<file path="config.mk">
export PLATFORM = sky130hd
export DESIGN_NAME = sig_stream_feeder
export DESIGN_NICKNAME = d
export VERILOG_FILES = /design/src/rtl/sig_pkg.sv /design/src/rtl/sig_token_track.sv /design/src/rtl/sig_stream_feeder.sv
export SDC_FILE = /design/constraint.sdc
export NUM_CORES = 1
export LEC_CHECK = 0
export CORE_AREA = 2 2 409 411
export CTS_CLUSTER_SIZE = 30
export DETAILED_ROUTE_END_ITERATION = 6
export DIE_AREA = 0 0 411 413
export PLACE_DENSITY = 0.3
export SETUP_SLACK_MARGIN = 0.5
export SYNTH_ARGS = -nofsm -noshare
export SYNTH_HDL_FRONTEND = slang
export SYNTH_SLANG_ARGS = --single-unit
</file>
<file path="constraint.sdc">
create_clock -name clk -period 2.9 [get_ports clk]
set_input_delay 0.58 -clock clk [delete_from_list [all_inputs] [get_ports clk]]
set_output_delay 0.58 -clock clk [all_outputs]
set_load 0.005 [all_outputs]
</file>
<file path="src/rtl/sig_pkg.sv">
// Shared definitions for the SIG_* statistic stream wrappers.
// Combinational constants only; no latency, no flow control.
// Backpressure: not applicable.
package sig_pkg;

    localparam int RES_BITS_PER_PIX = 16;

    typedef enum logic [0:0] {
        ST_STREAM = 1'b0,
        ST_FLUSH  = 1'b1
    } feed_state_e;

    function automatic int beats_per_frame(input int image_dim, input int pixels_per_beat);
        return (image_dim * image_dim) / pixels_per_beat;
    endfunction

endpackage

</file>
<file path="src/rtl/sig_token_track.sv">
// Token shift register marking which stall-gated pipeline slots hold real data, plus output framing.
// Latency: a token reaches the tail LATENCY advances after entering the head.
// Backpressure: a tail result handed off without an advance is masked until the next advance.
module sig_token_track #(
    parameter int LATENCY = 4,
    parameter int BEATS   = 16
) (
    input  logic clk,
    input  logic aresetn,
    input  logic adv,
    input  logic head_bit,
    input  logic m_tready,
    output logic m_tvalid,
    output logic m_tlast
);

    localparam int CNT_W = (BEATS > 1) ? $clog2(BEATS) : 1;
    localparam logic [CNT_W-1:0] LAST_BEAT = CNT_W'(BEATS - 1);

    logic [LATENCY-1:0] tok_q, tok_d;
    logic               tail_taken_q, tail_taken_d;
    logic [CNT_W-1:0]   out_cnt_q, out_cnt_d;
    logic               out_hs;

    assign m_tvalid = tok_q[LATENCY-1] & ~tail_taken_q;
    assign m_tlast  = m_tvalid & (out_cnt_q == LAST_BEAT);
    assign out_hs   = m_tvalid & m_tready;

    always_comb begin
        tok_d        = tok_q;
        tail_taken_d = tail_taken_q;
        out_cnt_d    = out_cnt_q;
        if (adv) begin
            tok_d        = tok_q << 1;
            tok_d[0]     = head_bit;
            tail_taken_d = 1'b0;
        end else if (out_hs) begin
            // Pipeline is frozen, so the same tail result stays on res_in; deliver it once.
            tail_taken_d = 1'b1;
        end
        if (out_hs) begin
            out_cnt_d = (out_cnt_q == LAST_BEAT) ? '0 : out_cnt_q + 1'b1;
        end
    end

    always_ff @(posedge clk or negedge aresetn) begin
        if (!aresetn) begin
            tok_q        <= '0;
            tail_taken_q <= 1'b0;
            out_cnt_q    <= '0;
        end else begin
            tok_q        <= tok_d;
            tail_taken_q <= tail_taken_d;
            out_cnt_q    <= out_cnt_d;
        end
    end

endmodule

</file>
<file path="src/rtl/sig_stream_feeder.sv">
// Pairs x/y pixel streams into the stall-gated SIG_* pipeline, returns results as a stream, flushes per frame.
// Latency: LATENCY advancing cycles input pair to result; LATENCY zero flush beats follow each frame.
// Backpressure: m_tready low with a valid result, or a missing x/y beat, freezes the pipeline via stall.
module sig_stream_feeder
    import sig_pkg::*;
#(
    parameter int PIXELS_PER_BEAT = 16,
    parameter int IMAGE_DIM       = 512,
    parameter int DATA_WIDTH      = 8 * PIXELS_PER_BEAT,
    parameter int RES_WIDTH       = 2 * DATA_WIDTH,
    parameter int LATENCY         = 4
) (
    input  logic                  clk,
    input  logic                  aresetn,
    input  logic [DATA_WIDTH-1:0] s_x_tdata,
    input  logic                  s_x_tvalid,
    input  logic                  s_x_tlast,
    output logic                  s_x_tready,
    input  logic [DATA_WIDTH-1:0] s_y_tdata,
    input  logic                  s_y_tvalid,
    input  logic                  s_y_tlast,
    output logic                  s_y_tready,
    output logic                  stall,
    output logic [DATA_WIDTH-1:0] out_x,
    output logic [DATA_WIDTH-1:0] out_y,
    input  logic [RES_WIDTH-1:0]  res_in,
    output logic [RES_WIDTH-1:0]  m_tdata,
    output logic                  m_tvalid,
    output logic                  m_tlast,
    input  logic                  m_tready,
    output logic                  err_tlast
);

    localparam int BEATS = beats_per_frame(IMAGE_DIM, PIXELS_PER_BEAT);
    localparam int CNT_W = (BEATS > 1) ? $clog2(BEATS) : 1;
    localparam int FL_W  = (LATENCY > 1) ? $clog2(LATENCY) : 1;
    localparam logic [CNT_W-1:0] LAST_BEAT  = CNT_W'(BEATS - 1);
    localparam logic [FL_W-1:0]  LAST_FLUSH = FL_W'(LATENCY - 1);

    feed_state_e      state_q, state_d;
    logic [CNT_W-1:0] in_cnt_q, in_cnt_d;
    logic [FL_W-1:0]  flush_cnt_q, flush_cnt_d;
    logic             err_tlast_q, err_tlast_d;

    logic streaming;
    logic blocked;
    logic adv;
    logic last_beat;

    assign streaming = (state_q == ST_STREAM);
    assign blocked   = m_tvalid & ~m_tready;
    assign last_beat = (in_cnt_q == LAST_BEAT);

    // aresetn gates adv directly so stall/tready are safe while reset is held.
    always_comb begin
        adv = 1'b0;
        if (aresetn) begin
            adv = streaming ? (~blocked & s_x_tvalid & s_y_tvalid) : ~blocked;
        end
    end

    assign s_x_tready = adv & streaming;
    assign s_y_tready = adv & streaming;
    assign stall      = ~adv;
    assign out_x      = streaming ? s_x_tdata : '0;
    assign out_y      = streaming ? s_y_tdata : '0;
    assign m_tdata    = res_in;
    assign err_tlast  = err_tlast_q;

    always_comb begin
        state_d     = state_q;
        in_cnt_d    = in_cnt_q;
        flush_cnt_d = flush_cnt_q;
        err_tlast_d = err_tlast_q;
        if (adv) begin
            if (streaming) begin
                if ((s_x_tlast != last_beat) || (s_y_tlast != last_beat)) begin
                    err_tlast_d = 1'b1;
                end
                if (last_beat) begin
                    in_cnt_d    = '0;
                    flush_cnt_d = '0;
                    state_d     = ST_FLUSH;
                end else begin
                    in_cnt_d = in_cnt_q + 1'b1;
                end
            end else begin
                if (flush_cnt_q == LAST_FLUSH) begin
                    flush_cnt_d = '0;
                    state_d     = ST_STREAM;
                end else begin
                    flush_cnt_d = flush_cnt_q + 1'b1;
                end
            end
        end
    end

    always_ff @(posedge clk or negedge aresetn) begin
        if (!aresetn) begin
            state_q     <= ST_STREAM;
            in_cnt_q    <= '0;
            flush_cnt_q <= '0;
            err_tlast_q <= 1'b0;
        end else begin
            state_q     <= state_d;
            in_cnt_q    <= in_cnt_d;
            flush_cnt_q <= flush_cnt_d;
            err_tlast_q <= err_tlast_d;
        end
    end

    sig_token_track #(
        .LATENCY (LATENCY),
        .BEATS   (BEATS)
    ) u_token_track (
        .clk      (clk),
        .aresetn  (aresetn),
        .adv      (adv),
        .head_bit (streaming),
        .m_tready (m_tready),
        .m_tvalid (m_tvalid),
        .m_tlast  (m_tlast)
    );

endmodule

</file>
==> results of run 1 <==
-- stage by stage --
step	cell area (um^2)	hold WS [ps]	std cells
after floorplan	5451	284.4	715
after global placement	11690	463.3	3169
after detailed placement	11690	460.5	3169
after CTS	12120	474.5	3200
after global routing	11930	493.3	3205
final	12000	472.6	3234
-- how the worst min path moves through the flow --
| stage | start | end | slack [ps] |
|---|---|---|---|
| after floorplan | aresetn | err_tlast$_DFFE_PN0P_ | 280 |
| after global placement | err_tlast$_DFFE_PN0P_ | err_tlast$_DFFE_PN0P_ | 460 |
| after detailed placement | in_cnt_q[8]$_DFFE_PN0P_ | in_cnt_q[8]$_DFFE_PN0P_ | 460 |
| after CTS | in_cnt_q[8]$_DFFE_PN0P_ | in_cnt_q[8]$_DFFE_PN0P_ | 470 |
| after global routing | in_cnt_q[8]$_DFFE_PN0P_ | in_cnt_q[8]$_DFFE_PN0P_ | 490 |
| final | in_cnt_q[8]$_DFFE_PN0P_ | in_cnt_q[8]$_DFFE_PN0P_ | 470 |
-- worst reg2reg max path, cell delays in order (launching register included) --
cell and delay, ps:
dfrtp_4 510, buf_8 160, or4b_4 520, inv_2 80
buf_6 120, buf_4 180, buf_4 180, o21ai_0 90
a22o_1 240
-- power by group through the flow --
stage / registers [W] / logic, W / clock network (W)
3_3_place_gp: 0.000693 / 0.00141 / 0
5_1_grt: 0.000705 / 0.00139 / 0.000571
4_1_cts: 0.000687 / 0.00133 / 0.000558
6_report: 0.000688 / 0.00126 / 0.000531
2_1_floorplan: 0.000671 / 0.000601 / 0
3_5_place_dp: 0.000695 / 0.00140 / 0
-- placed cells by master, fill, tap and decap left out, types with 2 or more instances in the layout --
cell | Yosys | routed
buf_4 | 258 | 32
clkdlybuf4s50_1 | 0 | 278
o21ai_0 | 12 | 12
nand2_1 | 12 | 12
ha_1 | 3 | 3
inv_1 | 4 | 3
nand4_1 | 9 | 9
dfrtp_1 | 37 | 35
nor4_1 | 3 | 3
buf_8 | 0 | 2
mux2_2 | 4 | 4
nor3_1 | 7 | 7
nor2b_4 | 0 | 4
xnor2_1 | 8 | 8
clkinv_2 | 0 | 2
nor3b_2 | 1 | 2
xor2_1 | 9 | 9
a32o_1 | 2 | 2
buf_16 | 0 | 6
or3_1 | 3 | 3
dlymetal6s2s_1 | 0 | 17
clkdlybuf4s15_2 | 0 | 4
clkdlybuf4s15_1 | 0 | 21
nand3_1 | 10 | 10
clkbuf_2 | 0 | 76
diode_2 | 0 | 29
clkbuf_16 | 0 | 5
buf_2 | 1 | 3
nand3b_1 | 2 | 2
or4_1 | 2 | 2
buf_12 | 0 | 18
a22o_1 | 7 | 7
clkbuf_4 | 0 | 3
nor2b_2 | 0 | 15
nor2b_1 | 258 | 239
nor2_1 | 17 | 16
dlygate4sd2_1 | 0 | 99
and4_1 | 3 | 3
bufbuf_16 | 0 | 6
and3_1 | 2 | 2
-- metal layers --
layer	vias to the layer above	share of wire
met5	-	0.0024
met4	32	0.017
met3	202	0.26
met2	795	0.47
met1	2824	0.25
li1	2584	-
-- final cells by class --
cell class / instances / area, um^2 / area share
Clock inverter: 2 / 10.01 / 0.0008340
Tap cell: 2204 / 2758 / 0.2298
Timing Repair Buffer: 567 / 5548 / 0.4623
Inverter: 4 / 15.01 / 0.001251
Sequential cell: 37 / 930.9 / 0.07756
Antenna cell: 29 / 72.57 / 0.006047
Clock buffer: 6 / 128.9 / 0.01074
Multi-Input combinational cell: 385 / 2539 / 0.2115
-- timing repair --
action | 4_1_cts | 5_1_grt
setup buffers | 14 | 5
cloned | 9 | 0
hold endpoints to repair | 0 | 0
pin swaps | 2 | 3
gates resized for setup | 265 | 212
endpoints found under the setup margin | 240 | 133
-- cells by family after synthesis --
group,after synthesis
simple gates,336
compound gates,25
flops,37
mux,4
buf+inv,293
xor+xnor,17
fa+ha+maj,3
-- registers in the layout, summed over array words and instances, names as in the netlist --
name,flops
in_cnt_q,14
u_token_track.out_cnt_q,14
u_token_track.tok_q,4
flush_cnt_q,2
err_tlast,1
state_q,1
u_token_track.tail_taken_q,1
==> results.txt, run 1 <==
The flow ran to the end, and the final reports show no timing, DRC or antenna violations. The internal power is 0.001631 W. The count of buffer and inverter cells on the critical path came out at 3.

The die width is 411 um. The number of iterations in the first detailed-routing pass came out at 4. The global-route usage over all layers is 0.1016.

The relative slew slack is 0.6541. The routed via count came out at 6437. The die is 413 um tall. For this run, global-route usage on met2 was measured as 0.1731. The multiplexer fraction of the synthesized cell area is 0.008263.

The post-route fraction of the period consumed by the critical path came out at 0.8344. The number of buffers inserted by port buffering came out at 524. The maximum buffer depth of the clock tree came out at 2. The half-perimeter wire length after detailed placement is 82.44 mm. The maximum clock frequency came out at 413.3 MHz. The via count of the first global-routing pass is 6502.

The number of gates on the worst path with buffers counted is 4. The slowest stage of the critical path belongs to the cell dfrtp_4. The power share of the clock group came out at 0.214.

The total wire length after detailed routing came out at 90.48 mm. The number of maximum-capacitance constraint violations came out at 0. The net load switching power is 0.0008504 W. The count of filler cells inserted in the layout came out at 19654. TritonCTS built the clock tree. The last weighted congestion value of the routability-driven placer came out at 0.7347. The final net count came out at 1522. The kind of cell adding the most delay to the critical path is buffers and inverters. In this run the cell area of the synthesized design comes to 0.005451 mm^2. The register-to-register path setup slack came out at 720 ps. The cell depth of the worst flop-to-flop path came out at 8. The time the worst path needs with I/O delays and setup came out at 2420 ps. The async set-reset flop share out of synthesis came out at 1.000. The source of the worst register-to-register timing path is state_q$_DFFE_PN0P_. The final routed wire length divided by cell count is 27.98 um.

The met3 track demand over resource came out at 0.1248. The fraction of power spent switching nets came out at 0.3427. The number of synthesized flops with an enable pin is 0. Adding up every negative setup slack in the final design gives 0 ps. The library cell with the largest summed area after synthesis is buf_4. By area the synthesized netlist is led by buf_4 (36%), nor2b_1 (30%), dfrtp_1 (17%), clkbuf_1 (2.1%), xor2_1 (1.4%). The number of vias per cell is 1.990. The area of the core region came out at 0.1659 mm^2.

The required time at the endpoint of the critical path came out at 2320 ps. At the pin with the least slew margin, the transition time is 518.9 ps. The post-synthesis cell type count is 36. Of the total synthesized cell area, the portion taken by XOR and XNOR cells is 0.02731. The overall power after layout is 0.002481 W. The remaining antenna violation count came out at 0. The endpoint identified for the worst register-to-register timing path is in_cnt_q[9]$_DFFE_PN0P_.

The worst hold path depth came out at 1. The die area came out at 0.1697 mm^2. The sequential-to-total area share from yosys stat came out at 0.1698. The count of warnings emitted by yosys is 0. The number of core rows is 150. The dominant synthesized flop cell is dfrtp_1. For the worst-skew pair, the clock arrives at the later sink with an insertion delay of 280 ps. Of the post-synthesis cell area, the dominant cell type holds 0.3553.

The number of pins with negative max-slew slack in the final report is 0. Across the routed clock network, the largest skew measured is 3.598 ps. Walking the worst path, the cells encountered are buf_12 > bufbuf_16 > nor2b_1 > clkdlybuf4s15_1. The relative contribution of combinational cells to total power came out at 0.509. Pin placement for this block handled 1037 I/O pins.

The total nets after synthesis is 1237. The first routing iteration left 208 violations. The cell sitting at the root of the clock tree is a clkbuf_16. Synthesis produced a netlist whose cell count is 715. The number of levels in the clock H-tree came out at 2. The post-CTS clock slew at the launch and capture registers of the worst setup and hold paths is 60 ps. The mean instance size in the synthesized netlist is 7.624 um^2. The arrival time at the worst endpoint came out at 1840 ps. For this run, design rule violations remaining after detail routing come to 0. The number of sinks on the clock net came out at 37. The utilization after layout is 0.07234.

The first-pass GRT wire length came out at 103.5 mm. Setup repair after global routing could not meet its margin everywhere. The power density over the cells came out at 206.7 mW/mm^2. The number of flip-flops and latches in the synthesized netlist is 37.

The number of CTS-inserted buffers is 5. The post-placement worst setup slack is -37.12 ps. For met1 alone, demand over resource in global routing was 0.07376. The most critical setup path has its endpoint at out_x[83].

The nature of the critical path endpoint is an output port. The area growth from synthesis to layout is 120.2%. For this configuration, the core starts out at a cell density of 0.03286. The highest cell delay on the worst timing path is 510 ps. Summed over all cells, the static leakage comes to 4.397 nW. Counting instances in the post-synthesis netlist gives the leading cell types as buf_4 (258), nor2b_1 (258), dfrtp_1 (37). After synthesis, the largest family of logic cells by area is buffers and inverters.

The share of the synthesized area in compound gates (AO/OA/AOI/OAI) is 0.03144. The post-synthesis share of cell area spent on and, or, nand and nor gates came out at 0.3766. The worst setup path is launched from a flip-flop. The worst hold path belongs to the class flip-flop to flip-flop. The residual overflow from global routing came out at 0. The area share of fa/ha/maj cells after synthesis came out at 0.006885. The count of hold-fix buffers inserted at cts is 0.

The final count of hold timing violations is 0. The number of setup violations in the final report came out at 0. The final worst-path setup slack is 480.2 ps. Entering global routing, the biggest net connects 39 pins. The critical path is of the flip-flop to output port type. In this run the most used layer during global routing was met2. The largest fanout on the critical path is 26. The fraction of layout cells with a size suffix above 1 came out at 0.1918. The sequential share of power is 0.277. In this run the worst setup path begins at state_q$_DFFE_PN0P_. The worst-case IR drop observed on VDD is 0.1669 mV.

The number of antenna violations at the first check in global routing came out at 133.
Power figures use the tool's default switching activity.
==> run 2: changes to the inputs <==
CORE_AREA = 2 2 402 404   (was 2 2 409 411)
DIE_AREA = 0 0 404 406   (was 0 0 411 413)
clock period = 2.08 ns   (was 2.9 ns; I/O delays follow)
==> run 2 against run 1 <==
The run now ends with negative setup slack left. Sequential cell count unchanged. Clock power increased by 48%. First-iteration DRC count rose by 27%. Largest cell class unchanged.
==> results.txt, run 2 (same netlist as run 1, synthesis figures left out) <==
The run finished, with violations left. The final reports fail on negative setup slack. The launch point of the worst path is state_q$_DFFE_PN0P_. The die area came out at 0.1640 mm^2 (-3.4%). The routed via count was 6710 (+4.2%).

The nature of the critical path endpoint is an output port. The area used by multi-input combinational logic came out at 0.003193 mm^2 (+26%). The final count of hold timing violations came to 0 (unchanged). The largest net degree at the start of global routing is 41 (+5.1%). The post-route fraction of the period consumed by the critical path is 1.086. The residual overflow from global routing came to 0 (unchanged). The clock skew after layout was 6.976 ps (+3.378 ps). The cell area reported after detailed placement is 0.01169 mm^2 (about the same). The number of placed instances, taps included is 3067 (-3.2%). The layout-stage area growth over the synthesis result is 146.2%.

The number of CTS-inserted buffers came out at 5 (unchanged). The fraction of layout cells with a size suffix above 1 came out at 0.4532 (+0.2614). The last weighted congestion value of the routability-driven placer is 0.7657 (+4.2%). Clock tree synthesis selected as its root buffer the cell clkbuf_16.

The count of buffer and inverter cells on the critical path is 5 (+2). The cell depth of the worst flop-to-flop path is 11 (+3). The count of filler cells inserted in the layout is 18674 (-5.0%).

The number of setup violations in the final report is 94 (+94). The largest registers in the layout are in_cnt_q: 14 flops, u_token_track.out_cnt_q: 14 flops, u_token_track.tok_q: 4 flops. TritonCTS built the clock tree. The relative slew slack is 0.6433 (-0.01075).

The sequential cell area came out at 932.1 um^2 (+0.13%). The library cell used most frequently in the layout, excluding fill and tap cells, is clkdlybuf4s50_1. The y dimension of the die is 406 um (-1.7%). The violation count after the first detailed-routing iteration was 265 (+27%). The time the worst path needs with I/O delays and setup is 2260 ps. The I/O pin total is 1037 (unchanged). The half-perimeter wire length after detailed placement was 91.59 mm (+11%).

The clock latency of the later-clocked register in the worst-skew pair is 290 ps (about the same). The highest cell delay on the worst timing path is 520 ps (about the same). The post-CTS clock slew at the launch and capture registers of the worst setup and hold paths came out at 70 ps (about the same). The kind of cell with the highest combined delay along the critical path is buffers and inverters.

The maximum clock frequency is 442.5 MHz. The final routed wire length divided by cell count is 31.69 um (+13%). The measured slew at the worst slew-check pin is 535.0 ps (+16.12 ps). The utilization after layout came to 0.08409 (+0.01175). The number of buffers inserted by port buffering is 524 (unchanged). The number of pins with negative max-slew slack in the final report was 0 (unchanged). Among all stages on the critical path, the largest delay is contributed by dfrtp_4. The final worst-path setup slack came out at -179.7 ps (-659.9 ps). The area of the core region is 0.1596 mm^2 (-3.8%). The number of sinks on the clock net is 37 (unchanged).

The number of vias per cell is 2.121 (+6.5%). The worst hold path belongs to the class primary input to asynchronous set/reset pin. The remaining antenna violation count came out at 0 (unchanged). The maximum buffer depth of the clock tree came to 2 (unchanged). The worst IR drop on VDD came out at 0.2131 mV (+28%).

The worst register-to-register path begins at state_q$_DFFE_PN0P_. The number of levels in the clock H-tree came out at 2 (unchanged). The worst register-to-register path ends at u_token_track.tok_q[2]$_DFFE_PN0P_.

Walking the worst path, the cells encountered are buf_16 > buf_6 > buf_4 > buf_6 > nor2b_1 > buf_4. The register-to-register path setup slack came out at -100 ps (-820 ps). The number of standard cells in the layout, taps in and fillers out is 3164 (-2.2%). Leaving out fill and tap cells, the most frequent cells in the layout are clkdlybuf4s50_1 (260), nor2b_1 (132), buf_4 (128). The count of unresolved DRC violations after routing came to 0 (unchanged).

The number of iterations in the first detailed-routing pass is 4 (unchanged). The first-pass GRT wire length came out at 111.3 mm (+7.5%). The power density over the cells came out at 288.8 mW/mm^2 (+40%). The final non-filler cell area came out at 0.01342 mm^2 (+12%). The final net count is 1578 (+3.7%). The reported leakage power is 5.392 nW (+23%). The number of maximum-capacitance constraint violations is 0 (unchanged).

The arrival time at the worst endpoint was 1840 ps (about the same). The via count of the first global-routing pass is 6514 (+0.18%). The required time at the endpoint of the critical path is 1660 ps (-660 ps). The total wire length after detailed routing is 100.3 mm (+11%). Setup repair after global routing could not meet its margin everywhere.

The number of core rows was 147 (-2.0%). The type of element launching the critical path is a flip-flop. The number of antenna violations at the first check in global routing is 113 (-15%). The die width came out at 404 um (-1.7%). The global-route usage over all layers came out at 0.1142 (+0.01263). The initial core utilization is 0.03415 (+0.001289). The largest fanout on the critical path came out at 14 (-46%). The kind of critical path is flip-flop to output port.
## run 2: cell count changes in the layout (fill, tap and decap cells not counted), sizes merged, moves of 6 or more
cell | before | now
clkbuf | 85 | 39
clkdlybuf4s50 | 278 | 260
bufbuf | 6 | 0
dlymetal6s2s | 17 | 24
clkdlybuf4s15 | 25 | 9
diode | 29 | 21
buf | 62 | 285
dlygate4sd2 | 99 | 11
## run 2: worst max path at each step
| stage | to | cells after the start |
|---|---|---|
| floorplan | s_y_tready | 6 |
| global placement | s_y_tready | 5 |
| detailed placement | s_y_tready | 5 |
| CTS | out_x[110] | 4 |
| global route | out_y[15] | 6 |
| finish | out_y[15] | 6 |
## run 2: cell type report
class,count,area share
timing repair buffer,623,0.4822
multi-input combinational,385,0.2379
tap,2086,0.1944
sequential,37,0.06944
clock buffer,5,0.009321
antenna,21,0.003915
clock inverter,3,0.001584
inverter,4,0.001305
## run 2: per-layer routing
layer  vias to the layer above  track usage  wire length, um
met4                        12      0.01695             2549
met5                         -     0.009218              297
met2                       807       0.1763            43210
li1                       2695            -                -
met1                      2981      0.09999            30010
met3                       215       0.1289            24220
## run 2: stage by stage
stage / total power (W) / hold WS [ps] / TNS, ps / setup slack (ps)
after floorplan: 0.001781 / 120.4 / 0 / 231.6
after global placement: 0.003064 / 454.5 / -6576 / -519.7
after detailed placement: 0.003049 / 464.7 / -7086 / -544.4
after CTS: 0.003902 / 479.3 / -17410 / -237.7
after global routing: 0.004158 / 497.6 / -14090 / -226.1
final: 0.003877 / 453.4 / -7371 / -179.7
## run 2: power breakdown
| part | leakage [nW] | switching (W) | internal, W |
|---|---|---|---|
| registers | 0.479 | 0.000120 | 0.000835 |
| clock network | 0.0703 | 0.000341 | 0.000447 |
| logic | 4.84 | 0.000871 | 0.00126 |
## run 2: timing repair
item / CTS / global route
pin swaps: 2 / 3
hold endpoints to repair: 0 / 0
endpoints found under the setup margin: 286 / 294
gates cloned: 5 / 9
resized for setup: 396 / 337
hold buffers: 0 / 0
setup buffers: 22 / 32
## run 2: worst reg2reg max path: cells and delay by family, from the launching register on
| family | cells | cell delay (ps) |
|---|---|---|
| buf+inv | 8 | 1110 |
| flops | 1 | 520 |
| mux | 1 | 270 |
| compound gates | 1 | 110 |
| simple gates | 1 | 70 |
==> run 3: changes to the inputs <==
MAX_ROUTING_LAYER = met4   (was unset)
==> run 3 against run 2 <==
The flow still finishes with violations (negative setup slack). Final area fell by 0.71%. Routed wire length is 1.2% lower. Register-to-register slack improved by 30 ps. Sequential share of layout area is essentially flat. Setup slack got worse by 32 ps. Power is 0.28% higher. Critical endpoint is now out_y[28]. Largest cell class unchanged.
==> results.txt, run 3 (same netlist as run 1, synthesis figures left out) <==
The tightest min-delay check is of the primary input to asynchronous set/reset pin type. The die area is 0.1640 mm^2 (unchanged). The number of maximum-capacitance constraint violations is 0 (unchanged). The number of core rows is 147 (unchanged).

The routed via count is 6571 (-2.1%). The largest fanout on the critical path came out at 40 (+26). The final net count came out at 1563 (-0.95%). The I/O pin total is 1037 (unchanged). The area used by multi-input combinational logic came out at 0.003127 mm^2 (-2.1%). The number of sinks on the clock net came out at 37 (unchanged). The via count of the first global-routing pass is 6504 (-0.15%).

The time the worst path needs with I/O delays and setup is 2292 ps (+31.98 ps). The clock skew after layout is 9.446 ps (+2.469 ps). The arrival time at the worst endpoint is 1880 ps (+40 ps).

The worst IR drop on VDD is 0.2119 mV (-0.58%). The y dimension of the die is 406 um (unchanged). The power density over the cells came to 291.7 mW/mm^2 (+1.0%). The largest net degree at the start of global routing is 41 (unchanged). The worst hold margin came out at 458.6 ps (+5.205 ps). The final routed wire length divided by cell count is 31.37 um (-1.0%). The critical path goes through buf_12 > buf_12 > nor2b_2 > clkdlybuf4s50_1. The global-route usage over all layers is 0.1176 (+0.003342). The initial core utilization is 0.03415 (unchanged).

The violation count after the first detailed-routing iteration was 266 (+0.38%). The die width is 404 um (unchanged). The total wire length after detailed routing came out at 99.05 mm (-1.2%). The post-route fraction of the period consumed by the critical path was 1.102 (+0.01538). The worst setup path is launched from a flip-flop. The library cell used most frequently in the layout, excluding fill and tap cells, is clkdlybuf4s50_1. The residual overflow from global routing is 0 (unchanged). Setup repair after global routing could not meet its margin everywhere. The number of antenna violations at the first check in global routing came out at 109 (-3.5%). The reported leakage power came to 5.242 nW (-2.8%). The post-CTS clock slew at the launch and capture registers of the worst setup and hold paths is 60 ps (about the same). Counting stages on the worst path, the most repeated cell is buf_12.

The largest registers in the layout are in_cnt_q: 14 flops, u_token_track.out_cnt_q: 14 flops, u_token_track.tok_q: 4 flops. The largest individual stage delay along the critical path comes from the cell clkdlybuf4s50_1. The half-perimeter wire length after detailed placement was 91.59 mm (unchanged).

The number of CTS-inserted buffers is 5 (unchanged). The worst setup path is captured at an output port. The layout-stage area growth over the synthesis result came out at 144.5%. The number of setup violations in the final report came out at 132 (+40%).

The kind of critical path is flip-flop to output port. The relative slew slack came to 0.6438 (about the same). The maximum clock frequency is 436.4 MHz (-1.4%). The highest cell delay on the worst timing path is 520 ps (about the same). The count of unresolved DRC violations after routing came out at 0 (unchanged).

The cell depth of the worst flop-to-flop path came out at 12 (+1). The count of buffer and inverter cells on the critical path is 3 (-2). The post-placement worst setup slack is -544.4 ps (unchanged). The checks that failed: negative setup slack. The count of filler cells inserted in the layout was 18651 (-0.12%).

The fraction of layout cells with a size suffix above 1 came out at 0.4002 (-0.05298). The final worst-path setup slack is -211.7 ps (-31.98 ps). The number of pins with negative max-slew slack in the final report came out at 0 (unchanged). The clock latency of the later-clocked register in the worst-skew pair is 290 ps (about the same).

The number of buffers inserted by port buffering is 524 (unchanged). The capture point of the worst reg-to-reg path is u_token_track.tok_q[2]$_DFFE_PN0P_. The remaining antenna violation count was 0 (unchanged). The maximum buffer depth of the clock tree is 2 (unchanged). The area of the core region came out at 0.1596 mm^2 (unchanged). The flow ran to the end, but the final reports show violations.

The cell area reported after detailed placement came out at 0.01169 mm^2 (unchanged). The final count of hold timing violations is 0 (unchanged). The register-to-register path setup slack was -70 ps (+30 ps). The TritonCTS clock tree is done. The startpoint identified for the worst register-to-register timing path is state_q$_DFFE_PN0P_. Broken down by cell family, the worst path's largest delay share belongs to buffers and inverters.

The number of vias per cell came out at 2.081 (-1.9%). The first-pass GRT wire length came out at 111.4 mm (about the same). The utilization after layout is 0.08349 (-0.0005956). Clock tree synthesis selected as its root buffer the cell clkbuf_16. The measured slew at the worst slew-check pin is 534.2 ps (-0.7520 ps).

The number of iterations in the first detailed-routing pass is 4 (unchanged). The required time at the endpoint of the critical path came out at 1660 ps (about the same). The library cells used most frequently in the layout, excluding fill and tap cells, are clkdlybuf4s50_1 (279), nor2b_1 (154), buf_4 (121). The sequential cell area came to 932.1 um^2 (unchanged).

The final non-filler cell area came to 0.01333 mm^2 (-0.71%). The last weighted congestion value of the routability-driven placer came out at 0.7756 (+1.3%). The number of levels in the clock H-tree came out at 2 (unchanged).
[run 3: changes by cell type in the layout (fill, tap and decap cells not counted), moves of 9 or more]
cell and change:
clkdlybuf4s50_1 +19, diode_2 +9, buf_6 -12, nor2b_2 -16, clkbuf_2 -20, nor2b_1 +22
[run 3: power breakdown]
part           switching (W)  leakage (nW)  internal [W]
Combinational       0.000872          4.69       0.00128
Sequential          0.000121         0.479      0.000835
Clock               0.000335        0.0704      0.000447
[run 3: final cells by class]
class	count	area share
antenna	30	0.005632
clock buffer	5	0.009387
clock inverter	3	0.001596
inverter	4	0.001314
multi-input combinational	385	0.2346
sequential	37	0.06993
tap	2086	0.1958
timing repair buffer	608	0.4817
[run 3: repair_timing]
action / 4_1_cts / 5_1_grt
endpoints found under the setup margin: 286 / 294
setup buffers: 22 / 21
hold buffers: 0 / 0
pin swaps: 2 / 5
gates cloned: 5 / 5
resized for setup: 396 / 250
[run 3: stage by stage]
stage | total power [W] | cells | TNS, ps
5_1_grt | 0.004169 | 3130 | -21540
3_3_place_gp | 0.003064 | 3067 | -6576
4_1_cts | 0.003902 | 3102 | -17410
6_report | 0.003888 | 3158 | -11030
3_5_place_dp | 0.003049 | 3067 | -7086
2_1_floorplan | 0.001781 | 715 | 0
[run 3: worst max-delay path by stage]
stage / slack, ps / end / cells past startpoint / startpoint
2_1_floorplan: 230 / s_y_tready / 6 / state_q$_DFFE_PN0P_
3_3_place_gp: -520 / s_y_tready / 5 / m_tready
3_5_place_dp: -540 / s_y_tready / 5 / m_tready
4_1_cts: -240 / out_x[110] / 4 / state_q$_DFFE_PN0P_
5_1_grt: -260 / out_y[45] / 4 / state_q$_DFFE_PN0P_
6_report: -210 / out_y[28] / 4 / state_q$_DFFE_PN0P_
[run 3: worst reg2reg max path: cells and delay by family (launching register included)]
| family | cells | cell delay (ps) |
|---|---|---|
| buffers and inverters | 9 | 1070 |
| DFF | 1 | 510 |
| muxes | 1 | 290 |
| AOI/OAI and AO/OA | 1 | 100 |
| and+or+nand+nor | 1 | 60 |
[run 3: per-layer routing]
metal / track usage / part of all wire
met3: 0.1289 / 0.24
met2: 0.1767 / 0.44
met5: - / 0
met1: 0.1007 / 0.30
met4: 0.01650 / 0.022
